File: src/rtl/sha256_pkg.sv
// sha256_pkg: SHA-256 word type, block geometry, scheduler state encoding
// and the lower-case sigma helpers used by message expansion.
package sha256_pkg;

   localparam int SHA_WORDS_PER_BLOCK = 16;

   // Bit 0 is the MSB, matching the big-endian message layout.
   typedef logic [0:31] word_t;

   typedef enum logic [0:0] {
      SCHED_IDLE = 1'b0,
      SCHED_RUN  = 1'b1
   } sched_state_e;

   // sigma0(x) = ROTR7 ^ ROTR18 ^ SHR3
   function automatic word_t lower_sigma_zero(input word_t i_x);
      logic [31:0] w_v;
      logic [31:0] w_r;
      w_v = i_x;
      w_r = {w_v[6:0], w_v[31:7]} ^ {w_v[17:0], w_v[31:18]} ^ (w_v >> 5'd3);
      return w_r;
   endfunction

   // sigma1(x) = ROTR17 ^ ROTR19 ^ SHR10
   function automatic word_t lower_sigma_one(input word_t i_x);
      logic [31:0] w_v;
      logic [31:0] w_r;
      w_v = i_x;
      w_r = {w_v[16:0], w_v[31:17]} ^ {w_v[18:0], w_v[31:19]} ^ (w_v >> 5'd10);
      return w_r;
   endfunction

endpackage

File: src/rtl/msg_sched_expand.sv
// msg_sched_expand: one SHA-256 schedule expansion step.
// W[t] = sigma1(W[t-2]) + W[t-7] + sigma0(W[t-15]) + W[t-16], mod 2^32.
module msg_sched_expand
   import sha256_pkg::*;
(
   input  word_t i_w_tm2,
   input  word_t i_w_tm7,
   input  word_t i_w_tm15,
   input  word_t i_w_tm16,
   output word_t o_w_next
);

   assign o_w_next = lower_sigma_one(i_w_tm2) + i_w_tm7
                   + lower_sigma_zero(i_w_tm15) + i_w_tm16;

endmodule

File: src/rtl/msg_sched_seq_chk.sv
// msg_sched_seq_chk: parameter legality and protocol invariants of the
// sequential message scheduler.
module msg_sched_seq_chk #(
   parameter int WORD_W = 32,
   parameter int ROUNDS = 64,
   parameter int IDX_W  = 6
) (
   input logic             clk,
   input logic             rst_n,
   input logic             i_w_valid,
   input logic             i_w_ready,
   input logic [0:31]      i_w_data,
   input logic [IDX_W-1:0] i_w_idx
);

   localparam logic [IDX_W-1:0] LAST_IDX = IDX_W'(ROUNDS - 1);

   generate
      if (WORD_W != 32) begin : g_bad_word_w
         $error("msg_sched_seq: WORD_W must be 32");
      end
      if ((ROUNDS < 16) || (ROUNDS > 64)) begin : g_bad_rounds
         $error("msg_sched_seq: ROUNDS must lie in 16..64");
      end
   endgenerate

   // The round index returns to 0 after the last word instead of running past it.
   a_no_wrap: assert property (@(posedge clk) disable iff (!rst_n)
      (i_w_valid && i_w_ready && (i_w_idx == LAST_IDX)) |=> (i_w_idx == '0));

   // A stalled word stays offered and unchanged.
   a_hold: assert property (@(posedge clk) disable iff (!rst_n)
      (i_w_valid && !i_w_ready) |=>
      (i_w_valid && $stable(i_w_data) && $stable(i_w_idx)));

endmodule

File: src/rtl/msg_sched_seq.sv
// msg_sched_seq: streams the SHA-256 message schedule W[0..ROUNDS-1] of one
// 512-bit block through a 16-word sliding window, one word per handshake,
// with zero-bubble hand-over to the next block.
module msg_sched_seq
   import sha256_pkg::*;
#(
   parameter int WORD_W = 32,
   parameter int ROUNDS = 64,
   parameter int IDX_W  = $clog2(ROUNDS)
) (
   input  logic             clk,
   input  logic             rst_n,
   input  logic             blk_valid,
   output logic             blk_ready,
   input  logic [0:511]     blk_data,
   output logic             w_valid,
   input  logic             w_ready,
   output logic [0:31]      w_data,
   output logic [IDX_W-1:0] w_idx,
   output logic             w_last,
   output logic             busy
);

   localparam logic [IDX_W-1:0] LAST_IDX = IDX_W'(ROUNDS - 1);

   sched_state_e     r_state;
   sched_state_e     w_state_nxt;
   word_t            r_window [0:SHA_WORDS_PER_BLOCK-1];
   logic [IDX_W-1:0] r_t;
   logic             r_alive;
   logic             w_load;
   logic             w_shift;
   logic             w_finish;
   logic             w_blk_rdy;
   logic             w_at_last;
   word_t            w_w_next;

   assign w_at_last = (r_t == LAST_IDX);

   msg_sched_expand u_expand (
      .i_w_tm2  (r_window[14]),
      .i_w_tm7  (r_window[9]),
      .i_w_tm15 (r_window[1]),
      .i_w_tm16 (r_window[0]),
      .o_w_next (w_w_next)
   );

   // Holds blk_ready low until the first clock edge after reset release.
   always_ff @(posedge clk or negedge rst_n) begin
      if (!rst_n) begin
         r_alive <= 1'b0;
      end else begin
         r_alive <= 1'b1;
      end
   end

   // State register.
   always_ff @(posedge clk or negedge rst_n) begin
      if (!rst_n) begin
         r_state <= SCHED_IDLE;
      end else begin
         r_state <= w_state_nxt;
      end
   end

   // Next state, block acceptance and window update decisions.
   always_comb begin
      w_state_nxt = r_state;
      w_load      = 1'b0;
      w_shift     = 1'b0;
      w_finish    = 1'b0;
      w_blk_rdy   = 1'b0;
      case (r_state)
         SCHED_IDLE: begin
            if (r_alive) begin
               w_blk_rdy = 1'b1;
               if (blk_valid) begin
                  w_load      = 1'b1;
                  w_state_nxt = SCHED_RUN;
               end else begin
                  w_state_nxt = SCHED_IDLE;
               end
            end else begin
               w_state_nxt = SCHED_IDLE;
            end
         end
         SCHED_RUN: begin
            if (w_ready) begin
               if (w_at_last) begin
                  // Last word leaves: the next block may be taken in the same cycle.
                  w_blk_rdy = 1'b1;
                  if (blk_valid) begin
                     w_load      = 1'b1;
                     w_state_nxt = SCHED_RUN;
                  end else begin
                     w_finish    = 1'b1;
                     w_state_nxt = SCHED_IDLE;
                  end
               end else begin
                  w_shift     = 1'b1;
                  w_state_nxt = SCHED_RUN;
               end
            end else begin
               w_state_nxt = SCHED_RUN;
            end
         end
         default: begin
            w_state_nxt = SCHED_IDLE;
         end
      endcase
   end

   // Sliding window and round index: load a block, or shift in the next word.
   always_ff @(posedge clk or negedge rst_n) begin
      if (!rst_n) begin
         for (int i = 0; i < SHA_WORDS_PER_BLOCK; i++) begin
            r_window[i] <= '0;
         end
         r_t <= '0;
      end else if (w_load) begin
         for (int i = 0; i < SHA_WORDS_PER_BLOCK; i++) begin
            r_window[i] <= blk_data[32*i +: 32];
         end
         r_t <= '0;
      end else if (w_finish) begin
         r_t <= '0;
      end else if (w_shift) begin
         for (int i = 0; i < SHA_WORDS_PER_BLOCK - 1; i++) begin
            r_window[i] <= r_window[i+1];
         end
         r_window[SHA_WORDS_PER_BLOCK-1] <= w_w_next;
         r_t <= r_t + IDX_W'(1);
      end
   end

   assign blk_ready = w_blk_rdy;
   assign w_valid   = (r_state == SCHED_RUN);
   assign busy      = (r_state == SCHED_RUN);
   assign w_data    = r_window[0];
   assign w_idx     = r_t;
   assign w_last    = (r_state == SCHED_RUN) && w_at_last;

   msg_sched_seq_chk #(
      .WORD_W (WORD_W),
      .ROUNDS (ROUNDS),
      .IDX_W  (IDX_W)
   ) u_chk (
      .clk       (clk),
      .rst_n     (rst_n),
      .i_w_valid (w_valid),
      .i_w_ready (w_ready),
      .i_w_data  (w_data),
      .i_w_idx   (w_idx)
   );

endmodule

File: config.mk
export PLATFORM = sky130hd
export DESIGN_NAME = msg_sched_seq
export DESIGN_NICKNAME = d
export VERILOG_FILES = /design/src/rtl/sha256_pkg.sv /design/src/rtl/msg_sched_expand.sv /design/src/rtl/msg_sched_seq_chk.sv /design/src/rtl/msg_sched_seq.sv
export SDC_FILE = /design/constraint.sdc
export NUM_CORES = 2
export LEC_CHECK = 0
export CAP_MARGIN = 20
export CORE_ASPECT_RATIO = 1.25
export CORE_MARGIN = 3
export CORE_UTILIZATION = 55
export CTS_CLUSTER_DIAMETER = 200
export CTS_CLUSTER_SIZE = 12
export DETAILED_ROUTE_END_ITERATION = 8
export PLACE_DENSITY = 0.95
export REMOVE_ABC_BUFFERS = 1
export SLEW_MARGIN = 5
export SYNTH_ARGS = -nofsm -noshare
export SYNTH_HDL_FRONTEND = slang
export SYNTH_SLANG_ARGS = --single-unit
File: constraint.sdc
create_clock -name clk -period 10.4 [get_ports clk]
set_input_delay 1.04 -clock clk [delete_from_list [all_inputs] [get_ports clk]]
set_output_delay 1.04 -clock clk [all_outputs]
set_load 0.05 [all_outputs]
## After elaboration in Yosys (flattened, before gate mapping)

Index checks and enable logic that the tools add are counted.

| word-level totals | value |
|---|---|
| word-level logic and storage cells | 59 |
| output and inout bits | 42 |
| register bits | 520 |
| bits of input ports | 516 |

| operators by class | value |
|---|---|
| reduce and logical (&&, ||, !) cells | 4 |
| mux-type cells | 25 |
| equal/unequal tests | 2 |
| $add $sub $neg | 4 |
| bitwise gates (word level) | 5 |

Operator list:

| operator | number |
|---|---|
| 512-bit two-way mux | 3 |
| 32-bit adder | 3 |
| 32-bit XOR | 2 |
| 32-bit by 22-bit XOR with 32-bit output | 1 |
| 32-bit by 29-bit XOR with 32-bit output | 1 |
| 6-bit two-way mux | 3 |
| 1-bit two-way mux | 16 |
| 6-bit by 1-bit adder with 6-bit output (second input constant) | 1 |
| 6-bit equality test (second input constant) | 1 |
| 1-bit case mux with 2 select lines | 3 |
| 3-bit nonzero test | 1 |
| 2-bit inequality test (second input constant) | 1 |
| 2-bit AND reduction | 1 |
| 2-bit nonzero test | 1 |
| 1-bit logical AND | 1 |
| 1-bit inverter | 1 |

## Depth between registers and ports, before layout

| logic depth | value |
|---|---|
| depth in word-level cells | 8 |
| mapped depth | 16 |
| gate-level depth less buffers | 14 |

## Hierarchy

A second synthesis with hierarchy kept.

| second synthesis, totals | value |
|---|---|
| cell total of the unflattened synthesis | 3017 |
| area, all modules | 29660.9 µm² |

Modules (own cells, without submodules):

| module | sequential area each (µm²) | area each (µm²) | cells each | instances |
|---|---|---|---|---|
| msg_sched_seq | 13012.5 | 25259.2 | 2469 | 1 |
| msg_sched_expand | 0.0 | 4401.7 | 548 | 1 |

## Worst setup path after synthesis

No wires, ideal clock.

| path | value |
|---|---|
| kind | register to register |
| from | register r_window[467] (netlist bit) |
| to | register r_window[24] (netlist bit) |
| clock period less this slack | 4037 ps |
| data required time | 10331 ps |
| path buffers | 2 |
| path slack | 6363 ps |
| setup time | 69 ps |
| stages on the path, launching flop included | 16 |
| arrival | 3968 ps |
| cell sequence | dfrtp_1 clkbuf_1 xnor2_1 xnor2_1 fa_1 inv_1 fa_1 inv_1 ha_1 buf_2 nand2_2 or4_4 or3_1 o221a_4 or4_1 nand3_1 |

| between the ends | value |
|---|---|
| longest elaborated chain between the ends | 7 |

RTL lines:

| element | RTL line | text |
|---|---|---|
| start: declaration | msg_sched_seq.sv:28 | `word_t r_window [0:SHA_WORDS_PER_BLOCK-1];` |
| start signal: indexed assignment | msg_sched_seq.sv:122 | `r_window[i] <= blk_data[32*i +: 32];` |
| start signal: indexed assignment | msg_sched_seq.sv:129 | `r_window[i] <= r_window[i+1];` |
| start signal: indexed assignment | msg_sched_seq.sv:131 | `r_window[SHA_WORDS_PER_BLOCK-1] <= w_w_next;` |
| 32-bit XOR | sha256_pkg.sv:20 | `w_r = {w_v[6:0], w_v[31:7]} ^ {w_v[17:0], w_v[31:18]} ^ (w_v >> 5'd3);` |
| 32-bit by 29-bit XOR with 32-bit output (*) | sha256_pkg.sv:20 |  |
| 32-bit adder (*) (2 in series) | msg_sched_expand.sv:14 | `+ lower_sigma_zero(i_w_tm15) + i_w_tm16;` |
| 512-bit two-way mux (*) | msg_sched_seq.sv:127 | `end else if (w_shift) begin` |
| 512-bit two-way mux (*) | msg_sched_seq.sv:125 | `end else if (w_finish) begin` |
| 512-bit two-way mux (*) | msg_sched_seq.sv:120 | `end else if (w_load) begin` |

Mark *: on every way between the ends. The rest lies on a longest branch, timed or not. The select of a mux whose other input is x is not followed.
A chain may end at the register's enable or synchronous reset.

## Final worst setup path

| path | value |
|---|---|
| from | input port w_ready |
| to | register r_window[258] (netlist bit) |

| between the ends | value |
|---|---|
| longest elaborated chain between the ends | 4 |
| elaborated cells on any way between the ends | 10 |
| classes of those cells | eq/ne: 1; mux: 7; reduce/logical: 2 |

RTL lines:

| element | RTL line | text |
|---|---|---|
| start: declaration | msg_sched_seq.sv:17 | `input logic w_ready,` |
| 1-bit two-way mux | msg_sched_seq.sv:88 | `if (w_ready) begin` |
| 1-bit case mux with 2 select lines / 1-bit two-way mux (equally long branches) | msg_sched_seq.sv:73 | `case (r_state)` |
| 2-bit inequality test (no source line) / 2-bit nonzero test (equally long branches) | -- |  |
| 2-bit AND reduction (no source line) | -- |  |

Parallel ways exist; a longest one is shown, timed or not.

==> impl_metrics.csv <==
group,metric,value,unit
placed_design,dp_hpwl,63150,um
detailed_routing,dr.pass1.iters,8,
critical_path,crit_type,"in -> reg",
timing,setup_tns,0,ns
critical_path,cp_max_fo,96,
cells_and_area,finish.utilization,0.7063,
cts,clkSlewWorstSetupHoldPaths,0.06,ns
logic_synthesis,synth_common_cells,"956 x nor2_1, 520 x dfrtp_1, 485 x o22ai_1, 179 x clkbuf_1, 131 x inv_1",
placed_design,io_buffers,557,
timing,fin_crit,4.902,ns
floorplan,die_x,200.0,um
cts,clockRootBuffer,"clkbuf_16",
detailed_routing,first_iter_violations,2028,
logic_synthesis,ys.flop_type,"dfrtp_1",
logic_synthesis,ys_warn_count,0,
run_status,status,"completed",
cts,cts_tree,"yes",
cts,cts_setup_buffers,0,
floorplan,io_pins,558,
cts,clkSinkCount,520,
detailed_routing,wire_per_inst,23.02,um
logic_synthesis,ys_seq_area_frac,0.5027,
logic_synthesis,synthArstFlopShare,1.000,
timing,rsz0062_at_grt,"no",
min_path,holdCritPathClass,"in -> async",
timing,finalSetupViolCount,0,
critical_path,cp.required,10.90,ns
cells_and_area,multi_input_area,11260,um^2
global_routing,grt_max_degree,231,
timing,hold_viol_final,0,
placed_design,dpl-instance-area,31340,um^2
timing,fin_crit_sh,0.4714,
logic_synthesis,synth_cells,2886,
cts,clk_latency,0.60,ns
logic_synthesis,synth_top_area_frac,0.5027,
logic_synthesis,avgSynthCellArea,8.969,um^2
cells_and_area,ff_latch_area,13010,um^2
cts,postCtsHoldBufs,0,
logic_synthesis,synth_edf_count,0,
timing,worstMarginPinSlew,1.154,ns
pwr,cellLeakagePower,12.78,nW
pwr,finalPower,14.18,mW
flow_run,maxCapViolCount,0,
critical_path,slowest_stage,"buf_4",
timing,relSlewSlack,0.2304,
detailed_routing,drc,0,
timing,fmax,0.2040,GHz
pwr,vdd_ir_drop_max,0.0003986,V
floorplan,chipHeight,248.5,um
cts,h-tree-depth,2,
cts,ctsResizeCount,0,
floorplan,row_count,88,
logic_synthesis,synth_area,25880,um^2
critical_path,cpPeakStageDelay,0.89,ns
cells_and_area,area_delta_synth_final,26.48,%
detailed_routing,via_per_inst,6.017,
global_routing,track_usage,0.3490,
floorplan,design.core.area,46350,um^2
cells_and_area,num-nets-final,3859,
cells_and_area,drive_gt1_frac,0.02707,
logic_synthesis,yosysMostFrequentCell,"nor2_1",
timing,slew_violations,0,
timing,fin_ws,5.498,ns
floorplan,die_area,49720,um^2
global_routing,grt_pass1_wl,133700,um
detailed_routing,drt.antenna.violating_nets,0,
cts,numCtsBuffers,49,
pwr,power_density,433.1,nW/um^2
cells_and_area,final_cell_area,32740,um^2
critical_path,cp_common_cell,"buf_4",
floorplan,start_util,0.5584,
cts,cts_buffer_depth,3,
global_routing,antenna_found_initial,23,
critical_path,cp_data_arrival_time,5.41,ns
critical_path,timing.critical_path.cells,"clkdlybuf4s50_1 -> nand2_1 -> o32ai_1 -> nand2_4 -> buf_4 -> buf_4 -> buf_4 -> o22ai_1 -> nor2_1",
critical_path,cp-end-kind,"flop",
global_routing,grt_pass1_vias,23821,
critical_path,startpoint_type,"input port",
detailed_routing,vias,23498,
placed_design,pre_cts_slack,5.084,ns
logic_synthesis,ys_ff_latch,520,
timing,fin_skew,0.02714,ns
placed_design,gp_congestion,0.9906,
cells_and_area,num-fill-cells,3209,
logic_synthesis,synth.distinct_cells,62,
detailed_routing,routed_wl,89910,um
logic_synthesis,synth_area_leaders,"dfrtp_1 50%, nor2_1 14%, o22ai_1 12%",
global_routing,grt_overflow,0,
logic_synthesis,synth_area_leader_cell,"dfrtp_1",
==> state kept, by name, indices dropped and copies added (netlist names) <==
register  cells
busy          1
r_alive       1
r_window    480
w_data       32
w_idx         6
==> worst max-delay path: cells and delay by family <==
family / cells / cell delay, ns
buffers and inverters: 4 / 2.87
and+or+nand+nor: 3 / 0.91
AOI/OAI and AO/OA: 2 / 0.33
==> power by group <==
group / leakage [nW] / switching [mW] / internal (mW)
registers: 5.35 / 0.626 / 2.65
logic: 6.79 / 5.55 / 3.74
clock network: 0.638 / 0.752 / 0.861
==> layer usage <==
metal	track usage	vias up	routed length [um]
met3	0.08240	408	7645
li1	-	10467	-
met1	0.4238	11382	32820
met2	0.5418	1239	41840
met4	0.2533	2	7592
met5	0	-	9
==> per-stage QoR <==
step	instances	hold slack (ns)
after CTS	3879	0.4908
after global placement	3825	0.4761
final	3905	0.4589
after detailed placement	3826	0.4866
after global routing	3903	0.5099
after floorplan	2620	0.4661
==> layout by cell type, fill, tap and decap left out, types with 23 or more instances in the layout <==
cell               n
inv_1            131
nor2_1           954
o22ai_1          485
clkdlybuf4s50_1  556
ha_1              32
o21ai_0           23
a21oi_1           83
nand2_1           37
fa_1              62
clkbuf_16         51
xor2_1            26
xnor2_1          120
diode_2           24
dfrtp_1          520
==> cell families (layout without fill, tap and decap cells) <==
logic type               after synthesis  in the layout  share of synthesized area
other                                  1             25                  0.0001449
XOR/XNOR                             146            146                    0.04940
AO/OA/AOI/OAI                        653            653                     0.1570
adder cells (fa/ha/maj)               94             94                    0.06342
multiplexers                           4              4                   0.001547
flip-flops                           520            520                     0.5027
AND/OR/NAND/NOR                     1070           1070                     0.1624
buffers and inverters                398            763                    0.06347
==> layout make-up <==
cell class / count / share of cell area
antenna: 24 / 0.001834
multi-input combinational: 1968 / 0.3438
clock inverter: 2 / 0.0005350
tap: 630 / 0.02408
sequential: 520 / 0.3974
clock buffer: 51 / 0.03898
timing repair buffer: 578 / 0.1782
inverter: 132 / 0.01513
==> worst paths after layout <==
kind / from / to / slack, ns / cells after the start
max: w_ready / r_window[258] / 5.50 / 9
min: rst_n / r_window[343] / 0.46 / 1
max reg2reg: w_idx[0] / r_window[333] / 5.59 / 9
min reg2reg: r_window[391] / r_window[391] / 0.50 / 2
max in group asynchronous: rst_n / r_window[467] / 7.58 / 3
min in group clk: r_window[391] / r_window[391] / 0.50 / 2
Note: power is estimated with default switching activity, not from simulation.
